==> config.mk <==
export PLATFORM = sky130hd
export DESIGN_NAME = sha256_round_ctrl
export DESIGN_NICKNAME = d
export VERILOG_FILES = /design/src/rtl/sha256_pkg.sv /design/src/rtl/sha256_round_ctrl.sv
export SDC_FILE = /design/constraint.sdc
export NUM_CORES = 1
export LEC_CHECK = 0
export CORE_UTILIZATION = 30
export CTS_CLUSTER_SIZE = 25
export DETAILED_ROUTE_END_ITERATION = 12
export GPL_ROUTABILITY_DRIVEN = 0
export GPL_TIMING_DRIVEN = 0
export MAX_ROUTING_LAYER = met4
export PLACE_DENSITY = 0.49
export SYNTH_ARGS = -nofsm -noshare
export SYNTH_HDL_FRONTEND = slang
export SYNTH_SLANG_ARGS = --single-unit
==> constraint.sdc <==
create_clock -name clk -period 3 [get_ports clk]
set_input_delay 0.45 -clock clk [delete_from_list [all_inputs] [get_ports clk]]
set_output_delay 0.45 -clock clk [all_outputs]
set_load 0.05 [all_outputs]
==> src/rtl/sha256_pkg.sv <==
// Shared SHA-256 controller definitions: FSM states, round count, index width
// and the round where W(t) switches from message words to the schedule recurrence.
package sha256_pkg;

  localparam int NUM_ROUNDS   = 64;
  localparam int ROUND_W      = 6;
  localparam int SCHED_THRESH = 16;

  typedef enum logic [2:0] {
    ST_IDLE  = 3'd0,
    ST_LOAD  = 3'd1,
    ST_ROUND = 3'd2,
    ST_FINAL = 3'd3,
    ST_DONE  = 3'd4
  } state_t;

endpackage

==> src/rtl/sha256_round_ctrl.sv <==
// SHA-256 round sequencer: IDLE -> LOAD -> NUM_ROUNDS x ROUND -> FINAL -> DONE, start-to-done 67 cycles.
// stall freezes round progress one cycle after it is sampled; every output is a flop.
module sha256_round_ctrl #(
  parameter int NUM_ROUNDS = sha256_pkg::NUM_ROUNDS,
  parameter int ROUND_W    = sha256_pkg::ROUND_W
) (
  input  logic               clk,
  input  logic               rst_n,
  input  logic               start,
  input  logic               stall,
  output logic               rom_rd,
  output logic [ROUND_W-1:0] rom_addr,
  output logic               load_init,
  output logic               round_en,
  output logic [ROUND_W-1:0] round_idx,
  output logic               w_sel,
  output logic               final_add,
  output logic               busy,
  output logic               done
);
  import sha256_pkg::*;

  localparam logic [ROUND_W-1:0] LAST_IDX  = ROUND_W'(NUM_ROUNDS - 1);
  localparam logic [ROUND_W-1:0] SCHED_IDX = ROUND_W'(SCHED_THRESH);

  state_t             r_state;
  logic [ROUND_W-1:0] r_cnt;
  logic [ROUND_W-1:0] r_addr;
  logic               r_rd;
  logic               r_load;
  logic               r_round;
  logic               r_wsel;
  logic               r_final;
  logic               r_busy;
  logic               r_done;

  logic [ROUND_W-1:0] w_cnt_nxt;
  logic [ROUND_W-1:0] w_addr_nxt;
  logic               w_more;
  logic               w_fin;

  // cnt advances only on a cycle that actually executed a round
  assign w_cnt_nxt  = r_round ? r_cnt + 1'b1 : r_cnt;
  assign w_addr_nxt = w_cnt_nxt + 1'b1;
  assign w_more     = (w_cnt_nxt != LAST_IDX);
  assign w_fin      = r_round && (r_cnt == LAST_IDX);

  always_ff @(posedge clk) begin
    if (!rst_n) begin
      r_state <= ST_IDLE;
      r_cnt   <= '0;
      r_addr  <= '0;
      r_rd    <= 1'b0;
      r_load  <= 1'b0;
      r_round <= 1'b0;
      r_wsel  <= 1'b0;
      r_final <= 1'b0;
      r_busy  <= 1'b0;
      r_done  <= 1'b0;
    end else begin
      r_rd    <= 1'b0;
      r_load  <= 1'b0;
      r_round <= 1'b0;
      r_final <= 1'b0;
      r_done  <= 1'b0;
      case (r_state)
        ST_IDLE: begin
          if (start) begin
            r_state <= ST_LOAD;
            r_cnt   <= '0;
            r_addr  <= '0;
            r_rd    <= 1'b1;
            r_load  <= 1'b1;
            r_wsel  <= 1'b0;
            r_busy  <= 1'b1;
          end
        end
        ST_LOAD, ST_ROUND: begin
          if (w_fin) begin
            r_state <= ST_FINAL;
            r_cnt   <= '0;
            r_addr  <= '0;
            r_wsel  <= 1'b0;
            r_final <= 1'b1;
          end else begin
            // a held cycle leaves rom_addr alone so K(cnt) stays on the ROM output
            r_state <= ST_ROUND;
            r_cnt   <= w_cnt_nxt;
            r_round <= !stall;
            r_rd    <= !stall && w_more;
            r_wsel  <= (w_cnt_nxt >= SCHED_IDX);
            if (!stall && w_more) r_addr <= w_addr_nxt;
          end
        end
        ST_FINAL: begin
          r_state <= ST_DONE;
          r_done  <= 1'b1;
        end
        ST_DONE: begin
          r_state <= ST_IDLE;
          r_busy  <= 1'b0;
        end
        default: begin
          r_state <= ST_IDLE;
          r_cnt   <= '0;
          r_addr  <= '0;
          r_wsel  <= 1'b0;
          r_busy  <= 1'b0;
        end
      endcase
    end
  end

  assign rom_rd    = r_rd;
  assign rom_addr  = r_addr;
  assign load_init = r_load;
  assign round_en  = r_round;
  assign round_idx = r_cnt;
  assign w_sel     = r_wsel;
  assign final_add = r_final;
  assign busy      = r_busy;
  assign done      = r_done;

endmodule
==> impl_metrics.py, run 1 <==
metrics = {
    "clocking": {
        "ctsRootBufferMaster": "clkbuf_4",
        "cts_resized": 0,
        "cts_max_path_buffers": 2,
        "clk_latency_ps": 300,
        "h-tree-depth": 1,
        "cts_tree": "done",
        "clkSlewWorstSetupHoldPaths_ps": 110,
        "cts_hold_buf": 0,
        "cts_setup_buffers": 0,
        "cts_inserted_buffers": 3,
        "clock_sinks": 22,
    },
    "worst_setup_path": {
        "path_cells": "ha_1 -> mux2_2 -> ha_1 -> o21a_1 -> a41o_2 -> nor2_1 -> a22o_2",
        "crit_end": "rom_addr[0]$_SDFFE_PN0P_",
        "rrSetupSlack_ps": 790,
        "r2r_start": "round_idx[0]$_SDFFE_PN0P_",
        "end_kind": "register",
        "startpoint": "round_idx[0]$_SDFFE_PN0P_",
        "required_ps": 3260,
        "worstSetupPathType": "reg2reg",
        "r2r_cells": 7,
        "arrival_ps": 2470,
        "critPathMaxStageDelay_ps": 460,
        "slowest_stage": "dfxtp_1",
        "timing.rr.end": "rom_addr[0]$_SDFFE_PN0P_",
        "cp_common_cell": "ha_1",
        "cp_max_fo": 7,
        "cp-start-kind": "register",
    },
    "place": {
        "dpl_worst_slack_ps": 813,
        "post-dp-hpwl_mm": 1.64,
        "port_buffers": 21,
        "placed_area_um2": 1300,
    },
    "power": {
        "pwr-share-comb_pct": 19.4,
        "power_density_nw_per_um2": 410,
        "leakagePower_nw": 0.501,
        "ir_worst_vdd_uv": 248,
        "p_int_w": 0.000385,
        "switching_power_w": 0.000159,
        "clkPwrFrac_pct": 24.1,
        "seqPwrFrac_pct": 56.4,
        "sw_frac_of_total_pct": 29.2,
    },
    "timing": {
        "finalSetupTns_ps": 0,
        "worst_slew_pin_slew_ps": 790,
        "hold_ws_ps": 469,
        "period_minus_slack_ps": 2210,
        "max_freq_mhz": 452,
        "skew_ps": 1.50,
        "rsz0062_at_grt": "false",
        "timing.slew.headroom_pct": 47.3,
        "timing.final.crit_share_pct": 73.7,
        "hold_violations": 0,
        "drv_slew": 0,
        "setup_ws_ps": 788,
        "setup_viol": 0,
    },
    "status": {
        "status": "finished clean",
    },
    "floorplan": {
        "dieHeight_um": 60.8,
        "num_io_pins": 23,
        "start_util_pct": 32.6,
        "die_w_um": 60.8,
        "dieArea_um2": 3700,
        "core_region_area_um2": 3180,
        "row_count": 20,
    },
    "synthesis": {
        "ys_warn_count": 0,
        "syn_avg_cell_area_um2": 9.34,
        "yosysUniqueCellTypes": 39,
        "yosysTopAreaCellShare_pct": 42.5,
        "synth.area.top_cells": "dfxtp_1, nor2_1, xnor2_1, nand3_1, a22o_2",
        "syn-cell-area_um2": 1040,
        "synthArstFlopShare_pct": 0,
        "yosysTopAreaCell": "dfxtp_1",
        "synth_edf_count": 0,
        "ys_ff_latch": 22,
        "synth_cells": 111,
        "syn-num-nets": 117,
        "yosysSeqAreaShare_pct": 42.5,
        "ys.flop_type": "dfxtp_1",
    },
    "finish": {
        "nFillCells": 314,
        "postLayoutCellArea_um2": 1330,
        "antenna-diode-count": 0,
        "final_nets": 143,
        "areaGrowthSynthToFinish_pct": 27.7,
        "finish.utilization_pct": 41.7,
        "drive_gt1_share_pct": 11.9,
    },
    "route": {
        "ant_nets": 0,
        "drtIter0Drc": 59,
        "routedWlPerCell_um": 12.4,
        "vias": 882,
        "drc": 0,
        "via_per_inst": 4.93,
        "wl_mm": 2.22,
        "first_pass_iters": 7,
    },
    "flow_run": {
        "drv_cap": 0,
    },
    "worst_hold_path": {
        "worstHoldPathType": "reg2reg",
    },
    "grt": {
        "grt.overflow.total": 0,
        "grt_pass1_vias": 852,
        "grt_use_total_pct": 15.1,
        "antenna_found_initial": 0,
        "grt_max_degree": 12,
        "grt_pass1_wl_mm": 3.88,
    },
}
## flip-flops by register name, summed over array words and instances (netlist names)
register and flops:
busy 1, done 1, final_add 1, load_init 1
r_state 3, rom_addr 6, rom_rd 1, round_en 1
round_idx 6, w_sel 1
## worst max-delay path: cells and delay by family (launching register included)
family          cells  cell delay, ps
compound gates      3             660
fa+ha+maj           2             510
flops               1             460
mux                 1             280
simple gates        1             250
## power by group through the flow
| stage | Clock (W) | Combinational, W | Sequential, W |
|---|---|---|---|
| 6_report | 0.000131 | 0.000106 | 0.000307 |
| 5_1_grt | 0.000160 | 0.000114 | 0.000309 |
| 4_1_cts | 0.000143 | 0.000106 | 0.000307 |
| 3_5_place_dp | 0 | 0.000106 | 0.000314 |
| 3_3_place_gp | 0 | 0.000106 | 0.000313 |
| 2_1_floorplan | 0 | 0.0000533 | 0.000337 |
## cell type report
cell class / count / area, µm² / share of cell area, %
multi-input combinational: 84 / 568 / 42.9
buffer: 3 / 21.3 / 1.61
timing repair buffer: 21 / 210 / 15.9
inverter: 2 / 7.51 / 0.567
tap: 44 / 55.1 / 4.15
clock buffer: 3 / 22.5 / 1.70
sequential: 22 / 440 / 33.2
## cell usage after synthesis (all sizes together), types with 2 or more instances
master and n:
o21ai 4, dfxtp 22, o2bb2ai 3, inv 2
o22ai 2, nor2 15, and2 2, nand3 8
nor3 3, a22o 3, buf 2, nand2 8
nand2b 2, ha 2, xnor2 7, a21oi 3
nand4 4, a22oi 2
## cells in the final DEF, fill, tap and decap left out, types with 2 or more instances in the layout
master / synthesis / layout
xnor2_1: 6 / 6
a22o_2: 3 / 3
dfxtp_1: 22 / 22
a22oi_1: 2 / 2
o2bb2ai_1: 3 / 3
clkdlybuf4s50_1: 0 / 21
ha_1: 2 / 2
nor2_1: 15 / 15
nand2b_1: 2 / 2
and2_1: 2 / 2
inv_1: 2 / 2
a21oi_1: 3 / 3
nand3_1: 8 / 8
nand4_1: 4 / 4
clkbuf_4: 0 / 3
nor3_1: 3 / 3
nand2_1: 7 / 7
o21ai_0: 4 / 4
## cells by family after synthesis
group	synth area share [%]
multiplexers	1.09
XOR/XNOR	6.63
buffers and inverters	2.77
adder cells (fa/ha/maj)	2.41
AND/OR/NAND/NOR	23.2
AO/OA/AOI/OAI	21.5
flip-flops	42.5
## metal layers
metal / track usage, % / vias to the layer above / share of wire, %
li1: - / 459 / -
met1: 19.7 / 404 / 53
met2: 21.4 / 17 / 41
met3: 4.26 / 2 / 3.7
met4: 6.82 / 0 / 1.3
met5: - / - / 0
## through the flow
stage	cells	total power, W
after CTS	179	0.000556
after detailed placement	176	0.000419
after floorplan	111	0.000390
after global routing	179	0.000583
final	179	0.000544
after global placement	176	0.000419
## worst min path at each step
| stage | depth (start not counted) | start | slack, ps | end |
|---|---|---|---|---|
| after floorplan | 2 | r_state[0]$_SDFFE_PN0P_ | 480 | done$_SDFF_PN0_ |
| after global placement | 2 | busy$_SDFFE_PN0P_ | 450 | busy$_SDFFE_PN0P_ |
| after detailed placement | 1 | rom_addr[4]$_SDFFE_PN0P_ | 460 | rom_addr[4]$_SDFFE_PN0P_ |
| after CTS | 3 | rst_n | 470 | round_idx[1]$_SDFFE_PN0P_ |
| after global routing | 3 | rst_n | 490 | round_idx[1]$_SDFFE_PN0P_ |
| final | 2 | rom_addr[5]$_SDFFE_PN0P_ | 470 | rom_addr[5]$_SDFFE_PN0P_ |
No activity file was read; power rests on OpenSTA's default activity.
==> run 2, diff against run 1 <==
PLACE_DENSITY = 0.51   (was 0.49)
clock period = 2 ns   (was 3 ns; I/O delays follow)
==> impl_metrics.py, run 2 (synthesis gave the netlist of run 1 again) <==
metrics = {
    "worst_setup_path": {
        "worstSetupPathType": "reg2reg",
        "end_kind": "register",
        "cp-start-kind": "register",
        "cp_max_fo": 7,
        "required_ps": 2220,
        "arrival_ps": 2110,
        "rrSetupSlack_ps": 100,
    },
    "finish": {
        "drive_gt1_share_pct": 21.4,
        "nFillCells": 319,
        "antenna-diode-count": 0,
        "areaGrowthSynthToFinish_pct": 39.8,
        "final_nets": 147,
        "final_cells": 184,
        "final_cell_mix": "dfxtp_1, clkdlybuf4s50_1, nor2_1",
    },
    "clocking": {
        "cts_max_path_buffers": 2,
        "clkSlewWorstSetupHoldPaths_ps": 120,
        "ctsRootBufferMaster": "clkbuf_4",
        "h-tree-depth": 1,
        "clk_latency_ps": 320,
        "clock_sinks": 22,
        "cts_hold_buf": 0,
        "cts_tree": "done",
        "cts_inserted_buffers": 3,
    },
    "grt": {
        "grt_max_degree": 14,
        "grt.overflow.total": 0,
        "grt_pass1_vias": 835,
        "grt_use_total_pct": 14.5,
        "grt_pass1_wl_mm": 3.78,
        "antenna_found_initial": 0,
    },
    "route": {
        "via_per_inst": 5.09,
        "drtIter0Drc": 56,
        "top_layer": "met4",
        "vias": 936,
        "ant_nets": 0,
        "drc": 0,
        "wl_met3_um": 104,
        "wl_mm": 2.37,
        "met2_length_mm": 1.05,
        "wl_met1_mm": 1.18,
        "first_pass_iters": 4,
        "routedWlPerCell_um": 12.9,
    },
    "place": {
        "post-dp-hpwl_mm": 1.65,
        "placedCellCount": 176,
        "port_buffers": 21,
    },
    "timing": {
        "timing.slew.headroom_pct": 45.3,
        "skew_ps": 8.50,
        "period_minus_slack_ps": 1900,
        "hold_violations": 0,
        "worst_slew_pin_slew_ps": 821,
        "drv_slew": 0,
        "setup_viol": 0,
        "timing.final.crit_share_pct": 94.9,
        "max_freq_mhz": 527,
    },
    "flow_run": {
        "drv_cap": 0,
    },
    "floorplan": {
        "row_count": 20,
        "start_util_pct": 32.6,
        "core_region_area_um2": 3180,
        "dieHeight_um": 60.8,
        "die_w_um": 60.8,
        "num_io_pins": 23,
        "dieArea_um2": 3700,
    },
    "power": {
        "ir_worst_vdd_uv": 264,
        "p_total_w": 0.000933,
        "power_density_nw_per_um2": 644,
        "leakagePower_nw": 0.579,
    },
    "worst_hold_path": {
        "worstHoldPathType": "in2reg",
    },
    "status": {
        "status": "finished clean",
    },
}
run 2: worst paths after layout:
kind / startpoint / endpoint / cells past startpoint
worst min register to register: rom_addr[5]$_SDFFE_PN0P_ / rom_addr[5]$_SDFFE_PN0P_ / 2
worst max register to register: round_idx[0]$_SDFFE_PN0P_ / rom_addr[1]$_SDFFE_PN0P_ / 7
worst max-delay path: round_idx[0]$_SDFFE_PN0P_ / rom_addr[1]$_SDFFE_PN0P_ / 7
worst min-delay path: rst_n / round_idx[1]$_SDFFE_PN0P_ / 3
run 2: layout make-up:
class | instances | area (µm²) | area share (%)
multi-input combinational | 84 | 624 | 43.1
sequential | 22 | 450 | 31.1
timing repair buffer | 25 | 244 | 16.8
tap | 44 | 55.1 | 3.80
clock buffer | 4 | 47.5 | 3.28
buffer | 3 | 21.3 | 1.47
inverter | 2 | 7.51 | 0.518
run 2: critical path, stage by stage (launching register included):
cell	delay [ps]
dfxtp_4	400
ha_2	280
mux2_2	280
ha_2	210
o21a_4	130
nand4_1	130
o22ai_4	100
a22o_2	270
run 2: layer usage:
layer	global-route usage, %	up-vias
met3	3.20	4
met4	6.82	0
met2	20.7	27
met5	-	-
li1	-	465
met1	19.4	440
run 2: repair_timing:
| action | CTS | global route |
|---|---|---|
| buffers inserted | 3 | 1 |
| setup endpoints to repair | 8 | 8 |
| pin swaps | 2 | 3 |
| resized for setup | 3 | 9 |
run 2: stage by stage:
| stage | setup TNS [ps] | area, µm² | hold slack (ps) | setup slack, ps | util [%] |
|---|---|---|---|---|---|
| global route | -167 | 1450 | 329 | -53.6 | 45.6 |
| global placement | -491 | 1310 | 452 | -135 | 41.3 |
| finish | 0 | 1450 | 320 | 101 | 45.6 |
| CTS | 0 | 1390 | 309 | 9.64 | 43.7 |
| floorplan | 0 | 1050 | 388 | 7.08 | - |
| detailed placement | -500 | 1310 | 457 | -135 | 41.3 |
run 2: report_power, final:
group	switching [W]	internal [W]
registers	0.00000821	0.000450
clock network	0.000140	0.000153
logic	0.000112	0.0000705
